`config.mk`:
```
export PLATFORM = sky130hd
export DESIGN_NAME = enigma_tx_arbiter_flat
export DESIGN_NICKNAME = d
export VERILOG_FILES = /design/src/rtl/enigma_tx_arbiter_if.sv /design/src/rtl/enigma_tx_arbiter.sv /design/src/flat_wrapper.sv
export SDC_FILE = /design/constraint.sdc
export NUM_CORES = 1
export LEC_CHECK = 0
export ABC_AREA = 1
export BUFFER_PORTS_ARGS = -buffer_cell sky130_fd_sc_hd__buf_4
export CORE_ASPECT_RATIO = 1.5
export CORE_MARGIN = 2
export CORE_UTILIZATION = 55
export CTS_BUF_LIST = sky130_fd_sc_hd__clkbuf_4 sky130_fd_sc_hd__clkbuf_8
export CTS_CLUSTER_SIZE = 25
export DETAILED_ROUTE_END_ITERATION = 12
export PLACE_DENSITY = 0.74
export SYNTH_ARGS = -nofsm -noshare
export SYNTH_HDL_FRONTEND = slang
export SYNTH_SLANG_ARGS = --single-unit
```
`constraint.sdc`:
```
create_clock -name clk -period 4.8 [get_ports clk]
set_input_delay 0.48 -clock clk [delete_from_list [all_inputs] [get_ports clk]]
set_output_delay 0.48 -clock clk [all_outputs]
set_load 0.005 [all_outputs]
```
`src/rtl/enigma_tx_arbiter_if.sv`:
```
`default_nettype none
// ---------------------------------------------------------------------------
// enigma_tx_arbiter_if : requester handshakes and uart_top transmit port
// Rev 1.0
// ---------------------------------------------------------------------------
interface enigma_tx_arbiter_if;
  logic [7:0]  i_req0_data;
  logic        i_req0_valid;
  logic        i_req0_last;
  logic        o_req0_ready;
  logic [7:0]  i_req1_data;
  logic        i_req1_valid;
  logic        i_req1_last;
  logic        o_req1_ready;
  logic [79:0] o_tx_data;
  logic        o_tx_stb;
  logic        i_tx_busy;
  logic        o_owner;
  logic [15:0] o_frames_sent;

  modport master (
    output i_req0_data, i_req0_valid, i_req0_last,
    output i_req1_data, i_req1_valid, i_req1_last,
    output i_tx_busy,
    input  o_req0_ready, o_req1_ready,
    input  o_tx_data, o_tx_stb, o_owner, o_frames_sent
  );

  modport slave (
    input  i_req0_data, i_req0_valid, i_req0_last,
    input  i_req1_data, i_req1_valid, i_req1_last,
    input  i_tx_busy,
    output o_req0_ready, o_req1_ready,
    output o_tx_data, o_tx_stb, o_owner, o_frames_sent
  );
endinterface

`default_nettype wire

```
`src/rtl/enigma_tx_arbiter.sv`:
```
`default_nettype none
// ---------------------------------------------------------------------------
// enigma_tx_arbiter : round-robin frame packer sharing the 80-bit UART port
// Optional: ENIGMA_TXARB_TAG_EN puts an owner/count header in slot 0.
// Rev 1.0
// ---------------------------------------------------------------------------
module enigma_tx_arbiter #(
  parameter logic [7:0]  PAD_BYTE     = 8'h20,
  parameter int unsigned FLUSH_CYCLES = 1000
) (
  input wire logic         clk,
  input wire logic         rst_n,
  enigma_tx_arbiter_if.slave bus
);

`ifdef ENIGMA_TXARB_TAG_EN
  localparam logic [3:0] FULL_CNT = 4'd9;
`else
  localparam logic [3:0] FULL_CNT = 4'd10;
`endif
  localparam logic [15:0] FLUSH_LIM = 16'(FLUSH_CYCLES);

  typedef enum logic [1:0] {
    IDLE      = 2'd0,
    FILL      = 2'd1,
    SEND      = 2'd2,
    WAIT_BUSY = 2'd3
  } state_t;

  state_t      state, state_n;
  logic        owner, last_grant;
  logic [3:0]  cnt;
  logic [15:0] timer;
  logic [7:0]  slots [10];
  logic        rdy0, rdy1;
  logic [79:0] tx_data;
  logic        tx_stb;
  logic [15:0] frames;
  logic [2:0]  wait_cnt;
  logic        busy_seen;

  logic        grant, grant_id, accept, release_owner, launch;
  logic        owner_n;
  logic [7:0]  acc_data;
  logic        acc_last;
  logic [3:0]  cnt_inc, wr_slot;
  logic [15:0] timer_inc;
  logic [79:0] frame;

  assign acc_data  = owner ? bus.i_req1_data : bus.i_req0_data;
  assign acc_last  = owner ? bus.i_req1_last : bus.i_req0_last;
  assign cnt_inc   = cnt + 4'd1;
  assign timer_inc = timer + 16'd1;
`ifdef ENIGMA_TXARB_TAG_EN
  assign wr_slot   = cnt + 4'd1;
`else
  assign wr_slot   = cnt;
`endif

  always_comb begin
    frame = '0;
    for (int i = 0; i < 10; i++) begin
      frame[8*(9-i) +: 8] = slots[i];
    end
`ifdef ENIGMA_TXARB_TAG_EN
    frame[79:72] = {owner, 3'b000, cnt};
`endif
  end

  always_comb begin
    state_n       = state;
    grant         = 1'b0;
    grant_id      = owner;
    accept        = 1'b0;
    release_owner = 1'b0;
    launch        = 1'b0;
    case (state)
      IDLE: begin
        if (bus.i_req0_valid || bus.i_req1_valid) begin
          grant    = 1'b1;
          grant_id = (bus.i_req0_valid && bus.i_req1_valid) ? ~last_grant
                                                            : bus.i_req1_valid;
          state_n  = FILL;
        end
      end
      FILL: begin
        accept = owner ? (rdy1 && bus.i_req1_valid) : (rdy0 && bus.i_req0_valid);
        if (accept) begin
          if (cnt_inc == FULL_CNT || acc_last) begin
            state_n = SEND;
          end
        end else if (timer_inc == FLUSH_LIM) begin
          // An empty grant gives up its turn without launching anything.
          if (cnt != 4'd0) begin
            state_n = SEND;
          end else begin
            state_n       = IDLE;
            release_owner = 1'b1;
          end
        end
      end
      SEND: begin
        if (!bus.i_tx_busy) begin
          launch  = 1'b1;
          state_n = WAIT_BUSY;
        end
      end
      WAIT_BUSY: begin
        // A UART that never raises busy would otherwise stall us forever.
        if (!bus.i_tx_busy && (busy_seen || wait_cnt == 3'd3)) begin
          state_n       = IDLE;
          release_owner = 1'b1;
        end
      end
      default: state_n = IDLE;
    endcase
  end

  assign owner_n = grant ? grant_id : owner;

  always_ff @(posedge clk or negedge rst_n) begin
    if (!rst_n) begin
      state <= IDLE;
    end else begin
      state <= state_n;
    end
  end

  always_ff @(posedge clk or negedge rst_n) begin
    if (!rst_n) begin
      owner      <= 1'b0;
      last_grant <= 1'b1;
      cnt        <= '0;
      timer      <= '0;
      rdy0       <= 1'b0;
      rdy1       <= 1'b0;
      tx_data    <= '0;
      tx_stb     <= 1'b0;
      frames     <= '0;
      wait_cnt   <= '0;
      busy_seen  <= 1'b0;
      for (int i = 0; i < 10; i++) begin
        slots[i] <= '0;
      end
    end else begin
      rdy0   <= (state_n == FILL) && !owner_n;
      rdy1   <= (state_n == FILL) && owner_n;
      tx_stb <= launch;
      owner  <= owner_n;
      if (grant) begin
        cnt   <= '0;
        timer <= '0;
        for (int i = 0; i < 10; i++) begin
          slots[i] <= PAD_BYTE;
        end
      end
      if (accept) begin
        slots[wr_slot] <= acc_data;
        cnt            <= cnt_inc;
        timer          <= '0;
      end else if (state == FILL) begin
        timer <= timer_inc;
      end
      if (release_owner) begin
        last_grant <= owner;
      end
      if (launch) begin
        tx_data   <= frame;
        frames    <= frames + 16'd1;
        wait_cnt  <= '0;
        busy_seen <= 1'b0;
      end else if (state == WAIT_BUSY) begin
        if (bus.i_tx_busy) begin
          busy_seen <= 1'b1;
        end
        if (wait_cnt != 3'd7) begin
          wait_cnt <= wait_cnt + 3'd1;
        end
      end
    end
  end

  assign bus.o_req0_ready  = rdy0;
  assign bus.o_req1_ready  = rdy1;
  assign bus.o_tx_data     = tx_data;
  assign bus.o_tx_stb      = tx_stb;
  assign bus.o_owner       = owner;
  assign bus.o_frames_sent = frames;

endmodule

`default_nettype wire

```
`src/flat_wrapper.sv`:
```
// flat-port wrapper written by rule: the top's interface ports become plain ports
module enigma_tx_arbiter_flat 
#(
  parameter logic [7:0]  PAD_BYTE     = 8'h20,
  parameter int unsigned FLUSH_CYCLES = 1000
)
  (clk, rst_n, bus_i_req0_data, bus_i_req0_valid, bus_i_req0_last, bus_i_req1_data, bus_i_req1_valid, bus_i_req1_last, bus_i_tx_busy, bus_o_req0_ready, bus_o_req1_ready, bus_o_tx_data, bus_o_tx_stb, bus_o_owner, bus_o_frames_sent);
  enigma_tx_arbiter_if bus_i ();
  input wire logic clk;
  input wire logic rst_n;
  input wire logic [$bits(bus_i.i_req0_data)-1:0] bus_i_req0_data;
  input wire logic [$bits(bus_i.i_req0_valid)-1:0] bus_i_req0_valid;
  input wire logic [$bits(bus_i.i_req0_last)-1:0] bus_i_req0_last;
  input wire logic [$bits(bus_i.i_req1_data)-1:0] bus_i_req1_data;
  input wire logic [$bits(bus_i.i_req1_valid)-1:0] bus_i_req1_valid;
  input wire logic [$bits(bus_i.i_req1_last)-1:0] bus_i_req1_last;
  input wire logic [$bits(bus_i.i_tx_busy)-1:0] bus_i_tx_busy;
  output wire logic [$bits(bus_i.o_req0_ready)-1:0] bus_o_req0_ready;
  output wire logic [$bits(bus_i.o_req1_ready)-1:0] bus_o_req1_ready;
  output wire logic [$bits(bus_i.o_tx_data)-1:0] bus_o_tx_data;
  output wire logic [$bits(bus_i.o_tx_stb)-1:0] bus_o_tx_stb;
  output wire logic [$bits(bus_i.o_owner)-1:0] bus_o_owner;
  output wire logic [$bits(bus_i.o_frames_sent)-1:0] bus_o_frames_sent;
  assign bus_i.i_req0_data = bus_i_req0_data;
  assign bus_i.i_req0_valid = bus_i_req0_valid;
  assign bus_i.i_req0_last = bus_i_req0_last;
  assign bus_i.i_req1_data = bus_i_req1_data;
  assign bus_i.i_req1_valid = bus_i_req1_valid;
  assign bus_i.i_req1_last = bus_i_req1_last;
  assign bus_i.i_tx_busy = bus_i_tx_busy;
  assign bus_o_req0_ready = bus_i.o_req0_ready;
  assign bus_o_req1_ready = bus_i.o_req1_ready;
  assign bus_o_tx_data = bus_i.o_tx_data;
  assign bus_o_tx_stb = bus_i.o_tx_stb;
  assign bus_o_owner = bus_i.o_owner;
  assign bus_o_frames_sent = bus_i.o_frames_sent;
  enigma_tx_arbiter #(.PAD_BYTE(PAD_BYTE), .FLUSH_CYCLES(FLUSH_CYCLES)) u_core (.clk(clk), .rst_n(rst_n), .bus(bus_i));
endmodule
```
Yosys cells after proc, flatten, opt, wreduce, memory -nomap -nowiden:

Cells that the tools add are included.

* flip-flop bits (word level): 207
* bits of input ports: 23
* output and inout port bits: 100
* word-level logic and storage cells: 100

* $add $sub $neg: 4
* magnitude comparators: 2
* equal/unequal tests: 8
* muxes and demuxes: 41
* bitwise operators: 2
* reductions and logical operators: 21

Operators with widths (count)
* 2-to-1 mux 80 bit: 2
* bitwise mux 80 bit: 1
* 2-to-1 mux 16 bit: 3
* adder 16 x 1 -> 16 bit, second input constant: 2
* demux 8 bit (select 4 bit): 1
* 2-to-1 mux 1 bit: 18
* equality test 16 x 10 -> 1 bit, second input constant: 1
* 2-to-1 mux 8 bit: 2
* 2-to-1 mux 2 bit: 7
* 2-to-1 mux 3 bit: 3
* 2-to-1 mux 4 bit: 2
* case mux 2 bit (4 select lines): 1
* nonzero test 2 bit: 4
* logical AND 1 bit: 7
* >= comparator 5 bit, second input constant: 1
* less-than comparator 5 x 1 -> 1 bit, second input constant: 1
* inverter 4 -> 5 bit: 1
* adder 4 x 1 -> 4 bit, second input constant: 1
* equality test 2 x 1 -> 1 bit, second input constant: 2
* equality test 2 bit, second input constant: 2
* equality test 4 bit, second input constant: 1
* AND reduction 2 bit: 2
* nonzero test 4 bit: 1
* adder 3 x 1 -> 3 bit, second input constant: 1
* other kinds (8): 11

Longest topological paths before layout:

Gate-level depths: netlist (run 1).

* depth in word-level cells: 8
* mapped depth: 15
* gate-level depth less buffers: 15

Worst setup path after synthesis (run 1):

OpenSTA, ideal clock, no wires.

* path type: register to register
* start point: reg u_core.timer[0]
* end point: reg u_core.rdy0 (netlist: u_core.bus.o_req0_ready)
* setup time: 0.129 ns
* arrival: 1.623 ns
* data required time: 4.671 ns
* path slack: 3.048 ns
* stages on the path, launching flop included: 16
* path buffers: 0
* period minus slack after synthesis: 1.752 ns
* cells stage by stage: dfrtp_1 > ha_1 > nand3_2 > clkinv_1 > nand2_1 > nand2_1 > inv_1 > nand2_1 > nor2_1 > nand2_2 > nor2_2 > nand4_1 > nand2_1 > nand2_1 > nand2_1 > nor2_1

* longest elaborated chain between the ends: 7

RTL lines
* start, declared: RTL line enigma_tx_arbiter.sv:33 `logic [15:0] timer;`
* start signal, assigned: RTL line enigma_tx_arbiter.sv:162 `timer <= timer_inc;`
* adder 16 x 1 -> 16 bit: RTL line enigma_tx_arbiter.sv:53 `assign timer_inc = timer + 16'd1;`
* equality test 16 x 10 -> 1 bit: RTL line enigma_tx_arbiter.sv:92 `end else if (timer_inc == FLUSH_LIM) begin`
* 2-to-1 mux 2 bit: RTL line enigma_tx_arbiter.sv:92
* 2-to-1 mux 2 bit: RTL line enigma_tx_arbiter.sv:88 `if (accept) begin`
* case mux 2 bit (4 select lines): RTL line enigma_tx_arbiter.sv:77 `case (state)`
* equality test 2 x 1 -> 1 bit: RTL line enigma_tx_arbiter.sv:146 `rdy0 <= (state_n == FILL) && !owner_n;`
* logical AND 1 bit: RTL line enigma_tx_arbiter.sv:146
* end signal, assigned: RTL line enigma_tx_arbiter.sv:146
* end, declared: RTL line enigma_tx_arbiter.sv:35 `logic rdy0, rdy1;`

Every way passes these cells.
A chain may end at the register's enable or synchronous reset.

Final worst setup path (run 1):

* start point: reg u_core.state[1]
* end point: reg u_core.timer[3]

* longest elaborated chain between the ends: 3
* elaborated cells between the ends (all ways): 7
* those cells by class: 1 x eq/ne; 4 x mux; 2 x reduce/logical

RTL lines
* start, declared: RTL line enigma_tx_arbiter.sv:30 `state_t state, state_n;`
* start signal, assigned: RTL line enigma_tx_arbiter.sv:125 `state <= state_n;`
* equality test 2 x 1 -> 1 bit / zero test 2 bit (equally long branches): RTL line enigma_tx_arbiter.sv:77, enigma_tx_arbiter.sv:161
* 2-to-1 mux 1 bit / 2-to-1 mux 16 bit (equally long branches): RTL line enigma_tx_arbiter.sv:77, enigma_tx_arbiter.sv:161
* nonzero test 3 bit (no source line) / 2-to-1 mux 16 bit (equally long branches)

Several ways; a longest one is shown, not always the timed one.

==> results.py, run 1 <==
metrics = {
    "critical_path": {
        "crit_fanout": 56,
        "start_kind": "flip-flop",
        "path_buf_inv": 4,
        "crit_chain": "nor2_1, inv_2, nor2_2, buf_4, inv_2, buf_4, nand2_1, o22ai_1",
        "endpoint_kind": "flip-flop",
        "crit_family": "buffers and inverters",
        "setup.worst_path.class": "reg2reg",
        "cp.required_ps": 5270,
        "critPathArrivalTime_ps": 3030,
        "critPathSlowestCell": "buf_4",
        "crit_path_max_incr_delay_ps": 550,
    },
    "final_layout": {
        "layout-drive-gt1-share": 0.209,
        "final_area_mm2": 0.0108,
        "area_delta_synth_final_pct": 19.7,
        "diodes": 0,
        "final_cells": 1315,
        "final_nets": 1124,
    },
    "cts": {
        "cts_root_buf": "clkbuf_8",
        "insertion_delay_ps": 560,
        "tritoncts": "yes",
        "cts_buffer_depth": 3,
        "cts-resized-gates": 0,
        "clock_sinks": 207,
        "cts_hold_buf": 0,
        "htreeDepth": 1,
        "numCtsBuffers": 31,
        "cts_setup_buffers": 0,
        "clk_pin_slew_ps": 70,
    },
    "placed_design": {
        "io_buffer_count": 122,
        "gp_congestion": 0.907,
        "place_area_mm2": 0.0102,
        "dp.cells": 1264,
        "post-place-ws_ps": 2090,
        "place_hpwl_um": 13500,
    },
    "sta": {
        "fin_tns_setup_ps": 0,
        "slew_violations": 0,
        "tightest_slew_ps": 1220,
        "fmax_ghz": 0.390,
        "slew_headroom": 0.162,
        "min_period_over_period": 0.534,
        "setup_ws_ps": 2240,
        "finClkSkew_ps": 17.5,
        "finalCriticalPeriod_ps": 2560,
        "rsz0062_at_grt": "false",
        "finalSetupViolCount": 0,
        "hold_viol_final": 0,
    },
    "yosys": {
        "synthSimpleGateAreaFrac": 0.249,
        "synth_fa_ha_area_frac": 0.0139,
        "synth-seq-cells": 207,
        "synth_cell_types": 37,
        "synth_mux_area_frac": 0.0709,
        "yosysSeqAreaShare": 0.574,
        "synthCells": 956,
        "synth_top_family_by_area": "simple AND/OR/NAND/NOR gates",
        "syn_area_mm2": 0.00903,
        "synth_area_per_cell_um2": 9.45,
        "synth_xor_xnor_area_share": 0.0165,
        "ys_warn_count": 0,
        "synth-compound-area-share": 0.0389,
        "synthesis.nets": 989,
    },
    "power": {
        "p_clk_frac": 0.274,
        "cell_internal_pwr_mw": 3.44,
        "comb_power_share": 0.280,
        "irDropWorstVdd_v": 0.000276,
        "power_switching_share": 0.344,
        "p_seq_frac": 0.446,
        "p_leak_nw": 5.56,
        "power_switching_mw": 1.81,
        "power_density_mw_per_mm2": 486,
    },
    "floorplan": {
        "rows": 57,
        "die_w_um": 109,
        "start_util": 0.560,
        "coreArea_mm2": 0.0161,
        "die_h_um": 161,
        "die_area_mm2": 0.0175,
        "ios": 123,
    },
    "global_route": {
        "grt_pass1_wl_um": 33800,
        "antenna_found_initial": 0,
        "grt_max_degree": 126,
        "grt_overflow_total": 0,
        "grt_pass1_vias": 6938,
        "grt.total_usage": 0.242,
    },
    "routing": {
        "vias_per_cell": 5.28,
        "drt-wirelength-per-cell_um": 15.7,
        "firstDrtPassIters": 5,
        "wirelength_um": 20700,
        "vias": 6942,
        "drt_iter0_drc": 351,
        "ant_nets": 0,
        "drc": 0,
    },
    "run": {
        "drv_cap": 0,
    },
    "run_status": {
        "status": "complete, no violations",
    },
    "worst_hold_path": {
        "holdCritPathClass": "in2async",
    },
}
[power by group through the flow]
stage / Clock (mW) / Sequential (mW) / Combinational (mW)
after floorplan: 0 / 2.30 / 0.854
after global placement: 0 / 2.37 / 1.44
after detailed placement: 0 / 2.37 / 1.47
after CTS: 1.47 / 2.34 / 1.49
after global routing: 1.55 / 2.38 / 1.63
final: 1.44 / 2.34 / 1.47
[sequential cells by signal (all words and copies together) (netlist names), 2 cells and up]
| signal | cells |
|---|---|
| u_core.frame | 80 |
| u_core.cnt | 4 |
| u_core.wait_cnt | 3 |
| u_core.bus.o_tx_data | 80 |
| u_core.timer | 16 |
| u_core.state | 2 |
| u_core.bus.o_frames_sent | 16 |
[cell type report]
cell class | count | area [µm²]
clock buffers | 46 | 564
well taps | 206 | 258
clock inverters | 5 | 52.6
inverters | 58 | 220
multi-input cells | 661 | 3520
repair buffers | 132 | 1010
fillers | 1339 | 5310
flip-flops and latches | 207 | 5180
[cells by family (layout without fill, tap and decap cells)]
kind of cell / after synthesis / count (layout)
fa+ha+maj: 10 / 10
xor+xnor: 17 / 17
mux: 64 / 64
buf+inv: 88 / 241
flops: 207 / 207
simple gates: 513 / 513
compound gates: 57 / 57
[cell usage after synthesis]
library cell	count	area, µm²
o21ai_0	31	155
nor3_1	1	5.00
nor2_1	30	113
inv_4	1	6.26
buf_2	3	15.0
nor3_4	8	130
xnor2_1	8	70.1
clkinv_1	1	3.75
inv_2	12	45.0
a21oi_1	1	5.00
dfstp_2	1	26.3
xor2_1	9	78.8
nor2_8	1	20.0
ha_1	10	125
nand3b_2	1	11.3
nand3b_1	1	7.51
mux2i_1	64	641
o22ai_1	11	68.8
nor2_2	5	31.3
clkbuf_1	22	82.6
a32o_1	1	10.0
o21ai_1	2	10.0
o21ai_4	1	16.3
nand4_1	12	75.1
or2_2	1	6.26
nor3_2	1	10.0
nor2_4	6	67.6
nand2_2	6	37.5
nand2_1	396	1490
a22o_1	1	8.76
nand3_2	5	50.1
inv_1	44	165
o31a_1	8	70.1
dfrtp_1	206	5150
a211oi_1	1	7.51
nand3_1	39	195
buf_1	5	18.8
[metrics by stage]
step                      hold slack [ps]  total power [mW]   util
after floorplan                       184              3.16      -
after global placement                457              3.81  0.632
after detailed placement              455              3.84  0.632
after CTS                             115              5.30  0.670
after global routing                  167              5.56  0.670
final                                82.8              5.25  0.670
[path summary, 6_finish.rpt]
path / start / to / slack, ps / cells after the start
hold / removal: rst_n / u_core.wait_cnt[2] / 80 / 1
hold reg to reg: u_core.bus.o_frames_sent[15] / u_core.bus.o_frames_sent[15] / 470 / 1
max in group asynchronous: rst_n / u_core.bus.o_tx_data[71] / 3730 / 2
min in group clk: bus_i_tx_busy / u_core.busy_seen / 190 / 2
setup reg to reg: u_core.state[1] / u_core.timer[3] / 2240 / 8
setup / recovery: u_core.state[1] / u_core.timer[3] / 2240 / 8
[placed cells by master, fill, tap and decap left out, types with 2 or more instances in the layout]
master / instances
nand2_1: 396
dfrtp_1: 206
buf_4: 130
mux2i_1: 64
inv_1: 44
nand3_1: 39
clkbuf_8: 36
o21ai_0: 31
nor2_1: 30
nand4_1: 12
inv_2: 12
o22ai_1: 11
clkbuf_4: 11
ha_1: 10
xor2_1: 9
xnor2_1: 8
nor3_4: 8
o31a_1: 8
nand2_2: 6
nor2_4: 6
nand3_2: 5
nor2_2: 5
clkinv_2: 3
o21ai_1: 2
[per-layer routing]
metal,GRT usage,share of wire,vias to the layer above
met4,0.0897,0.032,0
met2,0.412,0.50,179
li1,-,-,3332
met3,0.0402,0.050,52
met1,0.310,0.41,3379
met5,0,0,-
No activity file was read; power rests on OpenSTA's default activity.
==> run 2, diff against run 1 <==
Settings changed: CORE_UTILIZATION 55 to 54, PLACE_DENSITY 0.74 to 0.76.
Clock period 4.8 ns to 2.2 ns, I/O delays scaled along.
==> run 2 against run 1 <==
  * Total power up 120%
  * Clock skew down 9.3 ps
  * Clock power up 120%
  * Register-to-register slack worse by 2000 ps
  * Global-route usage up 0.69 points
  * Via count up 0.12%
  * Critical path type unchanged
  * Largest cell class unchanged
  * Largest power group unchanged
==> results.py, run 2 (synthesis results as in run 1) <==
metrics = {
    "run_status": {
        "status": "complete, no violations",
    },
    "critical_path": {
        "critPathArrivalTime_ps": 2370,
        "endpoint_kind": "flip-flop",
        "crit_fanout": 8,
        "cp.required_ps": 2630,
        "start_kind": "flip-flop",
        "setup.worst_path.class": "reg2reg",
    },
    "sta": {
        "slew_violations": 0,
        "hold_viol_final": 0,
        "rsz0062_at_grt": "false",
        "finClkSkew_ps": 8.20,
        "slew_headroom": 0.615,
        "tightest_slew_ps": 576,
        "finalSetupViolCount": 0,
        "hold_slack_ps": 71.0,
        "fmax_ghz": 0.517,
        "min_period_over_period": 0.879,
        "finalCriticalPeriod_ps": 1930,
        "fin_tns_setup_ps": 0,
    },
    "worst_hold_path": {
        "holdCritPathClass": "in2reg",
    },
    "power": {
        "power_density_mw_per_mm2": 1060,
        "irDropWorstVdd_v": 0.000728,
        "p_leak_nw": 5.67,
    },
    "final_layout": {
        "layout-drive-gt1-share": 0.223,
        "area_delta_synth_final_pct": 22.0,
        "fill_cells": 1317,
        "final_common_cell": "nand2_1",
        "final_nets": 1141,
        "layout_common_cells": "nand2_1 (396), dfrtp_1 (205), buf_4 (142)",
        "diodes": 0,
    },
    "floorplan": {
        "start_util": 0.555,
        "rows": 57,
        "die_area_mm2": 0.0178,
        "ios": 123,
        "die_h_um": 162,
        "coreArea_mm2": 0.0163,
        "die_w_um": 110,
    },
    "cts": {
        "cts_buffer_depth": 3,
        "cts_setup_buffers": 0,
        "insertion_delay_ps": 560,
        "clock_sinks": 207,
        "htreeDepth": 1,
        "numCtsBuffers": 30,
        "cts_root_buf": "clkbuf_8",
        "clk_pin_slew_ps": 70,
        "tritoncts": "yes",
    },
    "routing": {
        "ant_nets": 0,
        "vias_per_cell": 5.21,
        "drt-wirelength-per-cell_um": 15.9,
        "drt_iter0_drc": 349,
        "drc": 0,
        "firstDrtPassIters": 4,
        "vias": 6950,
        "wirelength_um": 21300,
    },
    "global_route": {
        "grt_overflow_total": 0,
        "antenna_found_initial": 0,
        "grt_max_degree": 83,
        "grt_pass1_wl_um": 34600,
        "grt_pass1_vias": 6984,
        "grt.total_usage": 0.249,
    },
    "run": {
        "drv_cap": 0,
    },
    "placed_design": {
        "place_hpwl_um": 14100,
        "gp_congestion": 0.900,
        "io_buffer_count": 122,
    },
}
run 2: cell types whose count changed in the layout (fill, tap and decap cells not counted), sizes merged:
cell / delta
clkbuf: +4
inv: +1
clkinv: -1
clkinvlp: -1
buf: +15
dlygate4sd3: +3
bufinv: -1
run 2: power by group:
group	internal [mW]	switching, mW
logic	1.35	2.07
clock network	1.78	1.40
registers	4.55	0.517
total	7.68	3.99
run 2: what timing repair did:
item                                    CTS  global route
hold buffers                              3             0
gates resized for setup                   0             3
endpoints found under the setup margin    0             1
hold endpoints to repair                 57             0
run 2: final timing paths:
path | start | slack, ps | to | depth (start not counted)
max | u_core.timer[0] | 270 | u_core.bus.o_req0_ready | 12
min | bus_i_req0_valid | 70 | u_core.bus.o_owner | 4
max reg2reg | u_core.timer[0] | 270 | u_core.bus.o_req0_ready | 12
min reg2reg | u_core.frame[50] | 470 | u_core.bus.o_tx_data[50] | 2
max in group asynchronous | rst_n | 1270 | u_core.timer[1] | 3
min in group asynchronous | rst_n | 220 | u_core.bus.o_tx_data[27] | 2
run 2: layout make-up:
cell class	count	area [µm²]	area share
clock buffers	50	626	0.0568
clock inverters	3	18.8	0.00170
inverters	58	220	0.0200
multi-input cells	661	3530	0.320
flip-flops and latches	207	5180	0.470
well taps	206	258	0.0234
repair buffers	150	1190	0.108
run 2: routing by layer:
layer  up-vias  part of all wire  global-route usage
li1       3369                 -                   -
met1      3372              0.41               0.327
met2       175              0.51               0.420
met3        34             0.043              0.0328
met4         0             0.031              0.0944
met5         -                 0                   0
run 2: metrics by stage:
stage / util / power (mW) / area, µm² / instances / setup WS (ps)
4_1_cts: 0.677 / 11.8 / 11000 / 1335 / 236
3_5_place_dp: 0.636 / 8.55 / 10300 / 1279 / 243
3_3_place_gp: 0.636 / 8.48 / 10300 / 1279 / 298
2_1_floorplan: - / 6.89 / 9030 / 956 / 448
6_report: 0.678 / 11.7 / 11000 / 1335 / 266
5_1_grt: 0.678 / 12.4 / 11000 / 1335 / 34.1
run 2: critical path, cell delays in order, from the launching register on:
cell,delay [ps]
dfrtp_1,430
ha_2,240
nand3_2,120
nor2_4,200
nand4_1,100
nand2_1,100
nand2_1,70
nor2_2,150
nand4_1,100
nand2_1,80
nand3_2,70
nand2_1,100
nor2_1,50
